[src/rtl/lsu_pkg.sv]
// Shared definitions for the load/store unit: funct3 encodings,
// fault codes and FSM state encoding.
package lsu_pkg;

  localparam logic [2:0] F3_B  = 3'b000;
  localparam logic [2:0] F3_H  = 3'b001;
  localparam logic [2:0] F3_W  = 3'b010;
  localparam logic [2:0] F3_BU = 3'b100;
  localparam logic [2:0] F3_HU = 3'b101;

  localparam logic [1:0] ERR_NONE     = 2'b00;
  localparam logic [1:0] ERR_MISALIGN = 2'b01;
  localparam logic [1:0] ERR_ILLEGAL  = 2'b10;
  localparam logic [1:0] ERR_TIMEOUT  = 2'b11;

  typedef enum logic [1:0] {
    ST_IDLE = 2'b00,
    ST_BUSY = 2'b01,
    ST_RESP = 2'b10
  } lsu_state_e;

endpackage

[src/rtl/lsu_align.sv]
// Byte-lane helper: byte enables, store lane replication and
// load byte/half extraction with sign or zero extension.
module lsu_align
  import lsu_pkg::*;
(
  input  logic [2:0]  f3,
  input  logic [1:0]  off,
  input  logic [31:0] wdata,
  input  logic [31:0] rdata,
  output logic [3:0]  be,
  output logic [31:0] wdata_rep,
  output logic [31:0] load_ext
);

  logic [7:0]  b;
  logic [15:0] h;

  assign b = rdata[{off, 3'b000} +: 8];
  assign h = off[1] ? rdata[31:16] : rdata[15:0];

  always_comb begin
    be        = 4'b1111;
    wdata_rep = wdata;
    load_ext  = rdata;
    case (f3)
      F3_B: begin
        be        = 4'b0001 << off;
        wdata_rep = {4{wdata[7:0]}};
        load_ext  = {{24{b[7]}}, b};
      end
      F3_BU: begin
        be        = 4'b0001 << off;
        wdata_rep = {4{wdata[7:0]}};
        load_ext  = {24'd0, b};
      end
      F3_H: begin
        be        = 4'b0011 << {off[1], 1'b0};
        wdata_rep = {2{wdata[15:0]}};
        load_ext  = {{16{h[15]}}, h};
      end
      F3_HU: begin
        be        = 4'b0011 << {off[1], 1'b0};
        wdata_rep = {2{wdata[15:0]}};
        load_ext  = {16'd0, h};
      end
      default: ;
    endcase
  end

endmodule

[src/rtl/load_store_unit.sv]
// Data-side load/store unit: one aligned bus transaction per
// MEM-stage access, stalling the pipeline until ack or timeout.
module load_store_unit
  import lsu_pkg::*;
#(
  parameter int unsigned TIMEOUT     = 255,
  parameter bit          ALIGN_CHECK = 1'b1
) (
  input  logic        clk,
  input  logic        rst,
  input  logic        req_valid,
  input  logic        mem_read,
  input  logic        mem_wr_en,
  input  logic [2:0]  mem_control,
  input  logic [31:0] addr,
  input  logic [31:0] wdata,
  output logic        stall,
  output logic        done,
  output logic [31:0] load_data,
  output logic        err,
  output logic [1:0]  err_code,
  output logic        bus_req,
  output logic        bus_we,
  output logic [31:0] bus_addr,
  output logic [3:0]  bus_be,
  output logic [31:0] bus_wdata,
  input  logic        bus_ack,
  input  logic [31:0] bus_rdata
);

  localparam logic [15:0] CNT_LAST = 16'(TIMEOUT - 1);

  lsu_state_e  state_q, state_d;
  logic [15:0] cnt_q, cnt_d;
  logic [2:0]  f3_q, f3_d;
  logic [1:0]  off_q, off_d;
  logic [31:0] addr_q, addr_d;
  logic [3:0]  be_q, be_d;
  logic        we_q, we_d;
  logic [31:0] wd_q, wd_d;
  logic [31:0] ld_q, ld_d;
  logic        err_q, err_d;
  logic [1:0]  code_q, code_d;

  logic        access;
  logic        ld_bad;
  logic        st_bad;
  logic        illegal;
  logic        misal;
  logic [2:0]  al_f3;
  logic [1:0]  al_off;
  logic [3:0]  al_be;
  logic [31:0] al_wdata;
  logic [31:0] al_load;

  assign access  = req_valid & (mem_read | mem_wr_en);
  assign ld_bad  = (mem_control == 3'b011) || (mem_control[2:1] == 2'b11);
  assign st_bad  = mem_control > F3_W;
  assign illegal = (mem_read & mem_wr_en)
                 | (mem_read & ld_bad)
                 | (mem_wr_en & st_bad);
  assign misal   = ALIGN_CHECK
                 && (((mem_control[1:0] == 2'b01) && addr[0])
                 ||  ((mem_control[1:0] == 2'b10) && (addr[1:0] != 2'b00)));

  // Live request while idle, latched request while waiting for ack
  assign al_f3  = (state_q == ST_IDLE) ? mem_control : f3_q;
  assign al_off = (state_q == ST_IDLE) ? addr[1:0] : off_q;

  lsu_align u_align (
    .f3        (al_f3),
    .off       (al_off),
    .wdata     (wdata),
    .rdata     (bus_rdata),
    .be        (al_be),
    .wdata_rep (al_wdata),
    .load_ext  (al_load)
  );

  always_comb begin
    state_d = state_q;
    cnt_d   = cnt_q;
    f3_d    = f3_q;
    off_d   = off_q;
    addr_d  = addr_q;
    be_d    = be_q;
    we_d    = we_q;
    wd_d    = wd_q;
    ld_d    = ld_q;
    err_d   = err_q;
    code_d  = code_q;
    stall   = 1'b0;
    done    = 1'b0;
    case (state_q)
      ST_IDLE: begin
        stall = access & ~rst;
        if (access) begin
          f3_d  = mem_control;
          off_d = addr[1:0];
          if (illegal || misal) begin
            state_d = ST_RESP;
            err_d   = 1'b1;
            code_d  = illegal ? ERR_ILLEGAL : ERR_MISALIGN;
            ld_d    = 32'd0;
          end else begin
            state_d = ST_BUSY;
            cnt_d   = 16'd0;
            addr_d  = {addr[31:2], 2'b00};
            be_d    = al_be;
            we_d    = mem_wr_en;
            wd_d    = mem_wr_en ? al_wdata : 32'd0;
          end
        end
      end
      ST_BUSY: begin
        stall = 1'b1;
        if (bus_ack) begin
          state_d = ST_RESP;
          err_d   = 1'b0;
          code_d  = ERR_NONE;
          ld_d    = we_q ? 32'd0 : al_load;
        end else if (cnt_q == CNT_LAST) begin
          state_d = ST_RESP;
          err_d   = 1'b1;
          code_d  = ERR_TIMEOUT;
          ld_d    = 32'd0;
        end else begin
          cnt_d = cnt_q + 16'd1;
        end
      end
      ST_RESP: begin
        done    = 1'b1;
        state_d = ST_IDLE;
      end
      default: state_d = ST_IDLE;
    endcase
  end

  always_ff @(posedge clk or posedge rst) begin
    if (rst) begin
      state_q <= ST_IDLE;
      cnt_q   <= 16'd0;
      f3_q    <= 3'd0;
      off_q   <= 2'd0;
      addr_q  <= 32'd0;
      be_q    <= 4'd0;
      we_q    <= 1'b0;
      wd_q    <= 32'd0;
      ld_q    <= 32'd0;
      err_q   <= 1'b0;
      code_q  <= ERR_NONE;
    end else begin
      state_q <= state_d;
      cnt_q   <= cnt_d;
      f3_q    <= f3_d;
      off_q   <= off_d;
      addr_q  <= addr_d;
      be_q    <= be_d;
      we_q    <= we_d;
      wd_q    <= wd_d;
      ld_q    <= ld_d;
      err_q   <= err_d;
      code_q  <= code_d;
    end
  end

  assign bus_req   = (state_q == ST_BUSY);
  assign bus_we    = we_q;
  assign bus_addr  = addr_q;
  assign bus_be    = be_q;
  assign bus_wdata = wd_q;
  assign load_data = ld_q;
  assign err       = err_q;
  assign err_code  = code_q;

endmodule

[config.mk]
export PLATFORM = sky130hd
export DESIGN_NAME = load_store_unit
export DESIGN_NICKNAME = d
export VERILOG_FILES = /design/src/rtl/lsu_pkg.sv /design/src/rtl/lsu_align.sv /design/src/rtl/load_store_unit.sv
export SDC_FILE = /design/constraint.sdc
export NUM_CORES = 1
export LEC_CHECK = 0
export BUFFER_PORTS_ARGS = -buffer_cell sky130_fd_sc_hd__buf_4
export CAP_MARGIN = 20
export CORE_ASPECT_RATIO = 1.2
export CORE_MARGIN = 2
export CORE_UTILIZATION = 40
export CTS_CLUSTER_SIZE = 40
export DETAILED_ROUTE_END_ITERATION = 7
export GPL_ROUTABILITY_DRIVEN = 0
export GPL_TIMING_DRIVEN = 0
export PLACE_DENSITY_LB_ADDON = 0.3
export SYNTH_ARGS = -nofsm -noshare
export SYNTH_HDL_FRONTEND = slang
export SYNTH_HIERARCHICAL = 1
export SYNTH_SLANG_ARGS = --single-unit
[constraint.sdc]
create_clock -name clk -period 3.65 [get_ports clk]
set_input_delay 0.365 -clock clk [delete_from_list [all_inputs] [get_ports clk]]
set_output_delay 0.365 -clock clk [all_outputs]
set_load 0.1 [all_outputs]
* After elaboration in Yosys (flattened, before gate mapping)
Index checks and enable logic that the tools add are counted.
** Cells by class
- Add/subtract/negate cells :: 1
- Order comparisons :: 1
- Equality and inequality tests :: 16
- Shift operators :: 3
- Multiplexer cells :: 36
- Bitwise logic cells :: 10
- Reductions and logical operators :: 16
** Operators by type and width (number)
- two-way mux 32 bit :: 6
- one-hot mux 32 bit (2 select lines) :: 2
- one-hot mux 32 bit (4 select lines) :: 1
- two-way mux 16 bit :: 5
- one-hot mux 16 bit (2 select lines) :: 1
- indexed part select 32 x 6 -> 8 bit :: 1
- two-way mux 2 bit :: 10
- adder 16 x 1 -> 16 bit (second input constant) :: 1
- == test 16 x 8 -> 1 bit (second input constant) :: 1
- != test 2 bit (second input constant) :: 4
- one-hot mux 2 bit (2 select lines) :: 2
- one-hot mux 4 bit (2 select lines) :: 1
- == test 2 bit (second input constant) :: 3
- == test 3 bit (second input constant) :: 2
- AND 1 bit :: 5
- two-way mux 1 bit :: 5
- AND reduction 5 bit :: 1
- == test 2 x 1 -> 1 bit (second input constant) :: 2
- one-hot mux 1 bit (2 select lines) :: 2
- AND reduction 2 bit :: 2
- AND reduction 4 bit :: 1
- nonzero test 2 bit :: 2
- OR reduction 2 bit :: 2
- left shift 1 x 2 -> 4 bit (first input constant) :: 1
- other kinds (14) :: 20
** Storage, ports and cells
- Flip-flop bits (word level) :: 125
- Input port bits :: 105
- Output and inout bits :: 107
- Word-level logic and storage cells :: 94

* Logic depth before layout (Yosys ltp)
- Depth in word-level cells :: 9
- Gate-level depth with buffers :: 10
- Gate-level depth less buffers :: 7

* By module
The synthesis kept the hierarchy.
** By module, submodules not included
- load_store_unit :: instances 1, cells each 439, area an instance 5139.9 µm², sequential area each 3128.0 µm²
- lsu_align :: instances 1, cells each 188, area an instance 1258.7 µm², sequential area each 0.0 µm²

* Worst setup path after synthesis
OpenSTA, ideal clock, no wires.
- Path kind :: register -> register
- From :: reg state_q[1]
- To :: reg code_q[1] (netlist: err_code[1])
- Setup time :: 0.128 ns
- Arrival time :: 2.385 ns
- Required time :: 3.522 ns
- Path slack :: 1.136 ns
- Cell stages (with the launch flop) :: 7
- Path buffers :: 1
- Period minus slack after synthesis :: 2.514 ns
- Cells stage by stage :: dfrtp_1 > and2b_1 > nand2b_1 > or2_1 > buf_4 > o211ai_4 > mux2_1
** Between the ends
- Word-level cells in the longest chain between the ends :: 3
- Elaborated cells between the ends (all ways) :: 8
- Those cells by class :: eq/ne: 4; mux: 1; reduce/logical: 3
** RTL lines
- start: declaration :: line load_store_unit.sv:33 : lsu_state_e state_q, state_d;
- start signal: assignment :: line load_store_unit.sv:153 : state_q <= state_d;
- == test 2 x 1 -> 1 bit (*)
- via bus_req :: line load_store_unit.sv:22 : output logic bus_req,
- != test 3 x 1 -> 1 bit (no line) or nonzero test 2 bit (tied branches)
- AND reduction 4 bit (no line)
- end signal: assignment :: line load_store_unit.sv:163 : code_q <= code_d;
- end: declaration :: line load_store_unit.sv:43 : logic [1:0] code_q, code_d;
The timed path passes the listed nets; every way through them passes the cells marked *.
A chain may end at the register's enable or synchronous reset.

* Worst setup path in the final report
- From :: reg state_q[0]
- To :: reg ld_q[16] (netlist: load_data[16])
** Between the ends
- Word-level cells in the longest chain between the ends :: 7
- Elaborated cells between the ends (all ways) :: 19
- Those cells by class :: eq/ne: 7; shift: 1; mux: 7; reduce/logical: 4
** RTL lines
- zero test 2 bit (*) :: line load_store_unit.sv:68 : assign al_off = (state_q == ST_IDLE) ? addr[1:0] : off_q;
- two-way mux 2 bit (*) :: line load_store_unit.sv:68
- via al_off[1] :: line load_store_unit.sv:51 : logic [1:0] al_off;
- indexed part select 32 x 6 -> 8 bit or two-way mux 16 bit (tied branches) :: line lsu_align.sv:18, lsu_align.sv:19
- one-hot mux 32 bit (4 select lines) (*) :: line lsu_align.sv:25 : case (f3)
- via al_load[16] :: line load_store_unit.sv:54 : logic [31:0] al_load;
- two-way mux 32 bit (*) :: line load_store_unit.sv:121 : ld_d = we_q ? 32'd0 : al_load;
- two-way mux 32 bit (*) :: line load_store_unit.sv:117 : if (bus_ack) begin
- one-hot mux 32 bit (2 select lines) (*) :: line load_store_unit.sv:94 : case (state_q)
- end signal: assignment :: line load_store_unit.sv:161 : ld_q <= ld_d;
- end: declaration :: line load_store_unit.sv:41 : logic [31:0] ld_q, ld_d;
Marked as above.

==> flow_summary.json <==
{
  "cts.sinks": 125,
  "fin_cells": 1081,
  "vias_per_cell": 5.24,
  "mostFrequentLayoutCells": "buf_4 (223), dfrtp_1 (125), nand2_1 (114)",
  "design.core.area_um2": 15600,
  "placed_area_um2": 8310,
  "power.total_mw": 9.08,
  "hold_viol": 0,
  "power_frac_comb_pct": 57.2,
  "status": "complete, no violations",
  "min_to": "bus_addr[12]",
  "grt_overflow": 0,
  "critPathCaptureType": "flip-flop",
  "worst_slew_margin_rel_pct": 56.6,
  "die_area_um2": 17000,
  "drive_above_1_share_pct": 39.2,
  "die_height_um": 143,
  "swShare_pct": 53.7,
  "row_count": 50,
  "post_synth_instance_area_um2": 6400,
  "die_w_um": 119,
  "skew_ps": 9.92,
  "antenna_cells": 0,
  "synth.distinct_cells": 53,
  "drv_cap": 0,
  "antenna_found_initial": 0,
  "worstSetupPathType": "flip-flop to flip-flop",
  "worst_setup_path_start_kind": "flip-flop",
  "worst-r2r-setup-slack_ps": 990,
  "rsz0062_at_grt": "false",
  "reg2reg_to": "load_data[16]",
  "netlist_instances": 627,
  "final_nets": 967,
  "min-delay-start": "addr[12]",
  "grt_pass1_vias": 5701,
  "insertion_delay_ps": 410,
  "tns_ps": 0,
  "pre_cts_slack_ps": 1000,
  "cts-root-buf": "clkbuf_16",
  "timing.rr.start": "state_q[0]",
  "synth_edf_count": 0,
  "final_area_um2": 8950,
  "track_usage_pct": 22.2,
  "synthArstFlopShare_pct": 100,
  "h-tree-depth": 4,
  "rr_worst_depth": 8,
  "pwr-share-seq_pct": 22.8,
  "grt_max_degree": 33,
  "area_growth_pct": 39.9,
  "drt_iter0_markers": 354,
  "hold_path_depth": 2,
  "syn_area_per_cell_um2": 10.2,
  "final_common_cell": "buf_4",
  "post-place-cells": 1048,
  "vias": 5668,
  "fmax_mhz": 376,
  "seq_area_frac_synth_pct": 48.9,
  "whs_ps": 182,
  "cts_tree": "done",
  "wl_per_cell_um": 17.2,
  "setup_viol_count_final": 0,
  "grt_pass1_wl_mm": 29.7,
  "fin_crit_ps": 2660,
  "floorplan.initialDensity_pct": 40.9,
  "worst_slew_pin_slew_ps": 648,
  "port-buffer-count": 208,
  "worstPathRequired_ps": 3950,
  "critPathArrivalTime_ps": 2960,
  "dr.pass1.iters": 5,
  "cts_buffers": 17,
  "slew_viol_final": 0,
  "hold_path.class": "input port to flip-flop",
  "setup_ws_ps": 987,
  "clock_path_buffers": 2,
  "p_clk_share_pct": 20.0,
  "route.detailed.drc": 0,
  "cp_max_fo": 10,
  "fin_util_pct": 57.2,
  "pwr_density_cell_nw_per_um2": 1010,
  "cts_resized": 0,
  "hpwlAfterDp_mm": 14.1,
  "antenna_left": 0,
  "leakagePower_nw": 4.33,
  "synth_seq_cells": 125,
  "p_sw_mw": 4.88,
  "clk_pin_slew_ps": 60,
  "ioPinCount": 212,
  "yosysWarningCount": 6,
  "finalCritPeriodShare_pct": 73.0,
  "p_int_mw": 4.20,
  "wl_mm": 18.6,
  "ir_drop_mv": 0.525,
  "synth_flop_cell": "dfrtp_1"
}
## per-layer routing
| metal | global-route usage [%] | vias to the layer above | wire length, um |
|---|---|---|---|
| li1 | - | 2693 | - |
| met1 | 27.8 | 2713 | 7930 |
| met2 | 37.2 | 236 | 8950 |
| met3 | 5.97 | 26 | 1350 |
| met4 | 7.06 | 0 | 328 |
| met5 | 0 | - | 0 |
## cell usage after synthesis (3+ instances only)
library cell    n  area share, %
nor2_1         23            1.3
a22o_1         32            4.4
clkbuf_1       21            1.2
inv_1          11           0.65
buf_2          13            1.0
dfrtp_1       125             49
o21bai_1        3           0.35
buf_6           5           0.88
o21ai_0        51            4.0
a31oi_1        10           0.98
xor2_1          3           0.41
buf_4          15            1.8
a22oi_1         7           0.82
nand4_1         4           0.39
nand3_1        15            1.2
o22ai_1        17            1.7
o221ai_1        7           0.96
a21oi_1         7           0.55
a221o_1         7            1.1
mux2i_1        18            2.8
mux2_2         54            9.5
nand2_1       114            6.7
nor2b_1        20            2.0
or3_1           6           0.59
o21ai_1         3           0.23
## power groups by stage
stage	clock network, mW	logic, mW	registers [mW]
finish	1.82	5.19	2.07
CTS	1.86	5.20	2.07
global route	1.93	5.39	2.12
global placement	0	5.16	2.07
floorplan	0	1.17	4.94
detailed placement	0	5.20	2.08
## repair_timing
| action | CTS | global route |
|---|---|---|
| setup buffers | 0 | 0 |
| hold endpoints to repair | 18 | 0 |
| hold buffers | 1 | 0 |
## final cells by class
| cell class | count | area [um^2] |
|---|---|---|
| fill | 1398 | 6690 |
| buffer | 54 | 313 |
| clock buffer | 18 | 429 |
| clock inverter | 14 | 206 |
| timing repair buffer | 213 | 1650 |
| sequential | 125 | 3130 |
| multi-input combinational | 438 | 2920 |
| inverter | 11 | 45.0 |
| tap | 208 | 260 |
## worst max path at each step
stage,start,end,slack (ps),cells past startpoint
2_1_floorplan,state_q[1],err_code[1],1140,6
3_3_place_gp,rst,bus_wdata[0],870,2
3_5_place_dp,state_q[0],load_data[16],1000,8
4_1_cts,state_q[0],load_data[16],1000,8
5_1_grt,state_q[0],bus_wdata[12],820,8
6_report,state_q[0],load_data[16],990,8
## kinds of logic (layout without fill, tap and decap cells)
| family | count (synthesis) | in the layout | share of synthesized area (%) |
|---|---|---|---|
| and+or+nand+nor | 201 | 201 | 14.6 |
| AOI/OAI and AO/OA | 153 | 153 | 16.8 |
| DFF | 125 | 125 | 48.9 |
| muxes | 75 | 75 | 13.0 |
| buffers and inverters | 65 | 310 | 5.53 |
| xor gates and xnor gates | 5 | 5 | 0.685 |
| adders and majority gates | 2 | 2 | 0.391 |
| other | 1 | 2 | 0.0586 |
## critical path, stage by stage (launching register included)
cell	delay (ps)
dfrtp_1	460
nor2_1	400
mux2_2	410
buf_6	140
mux2_4	310
a31oi_4	310
buf_6	190
o22ai_1	110
a22o_1	210
## flip-flops by register name (all words and copies together), names as in the netlist
name	cells
off_q	2
bus_wdata	32
cnt_q	16
bus_addr	30
err	1
load_data	32
f3_q	3
bus_we	1
state_q	2
err_code	2
bus_be	4
Note: power is estimated with default switching activity, not from simulation.
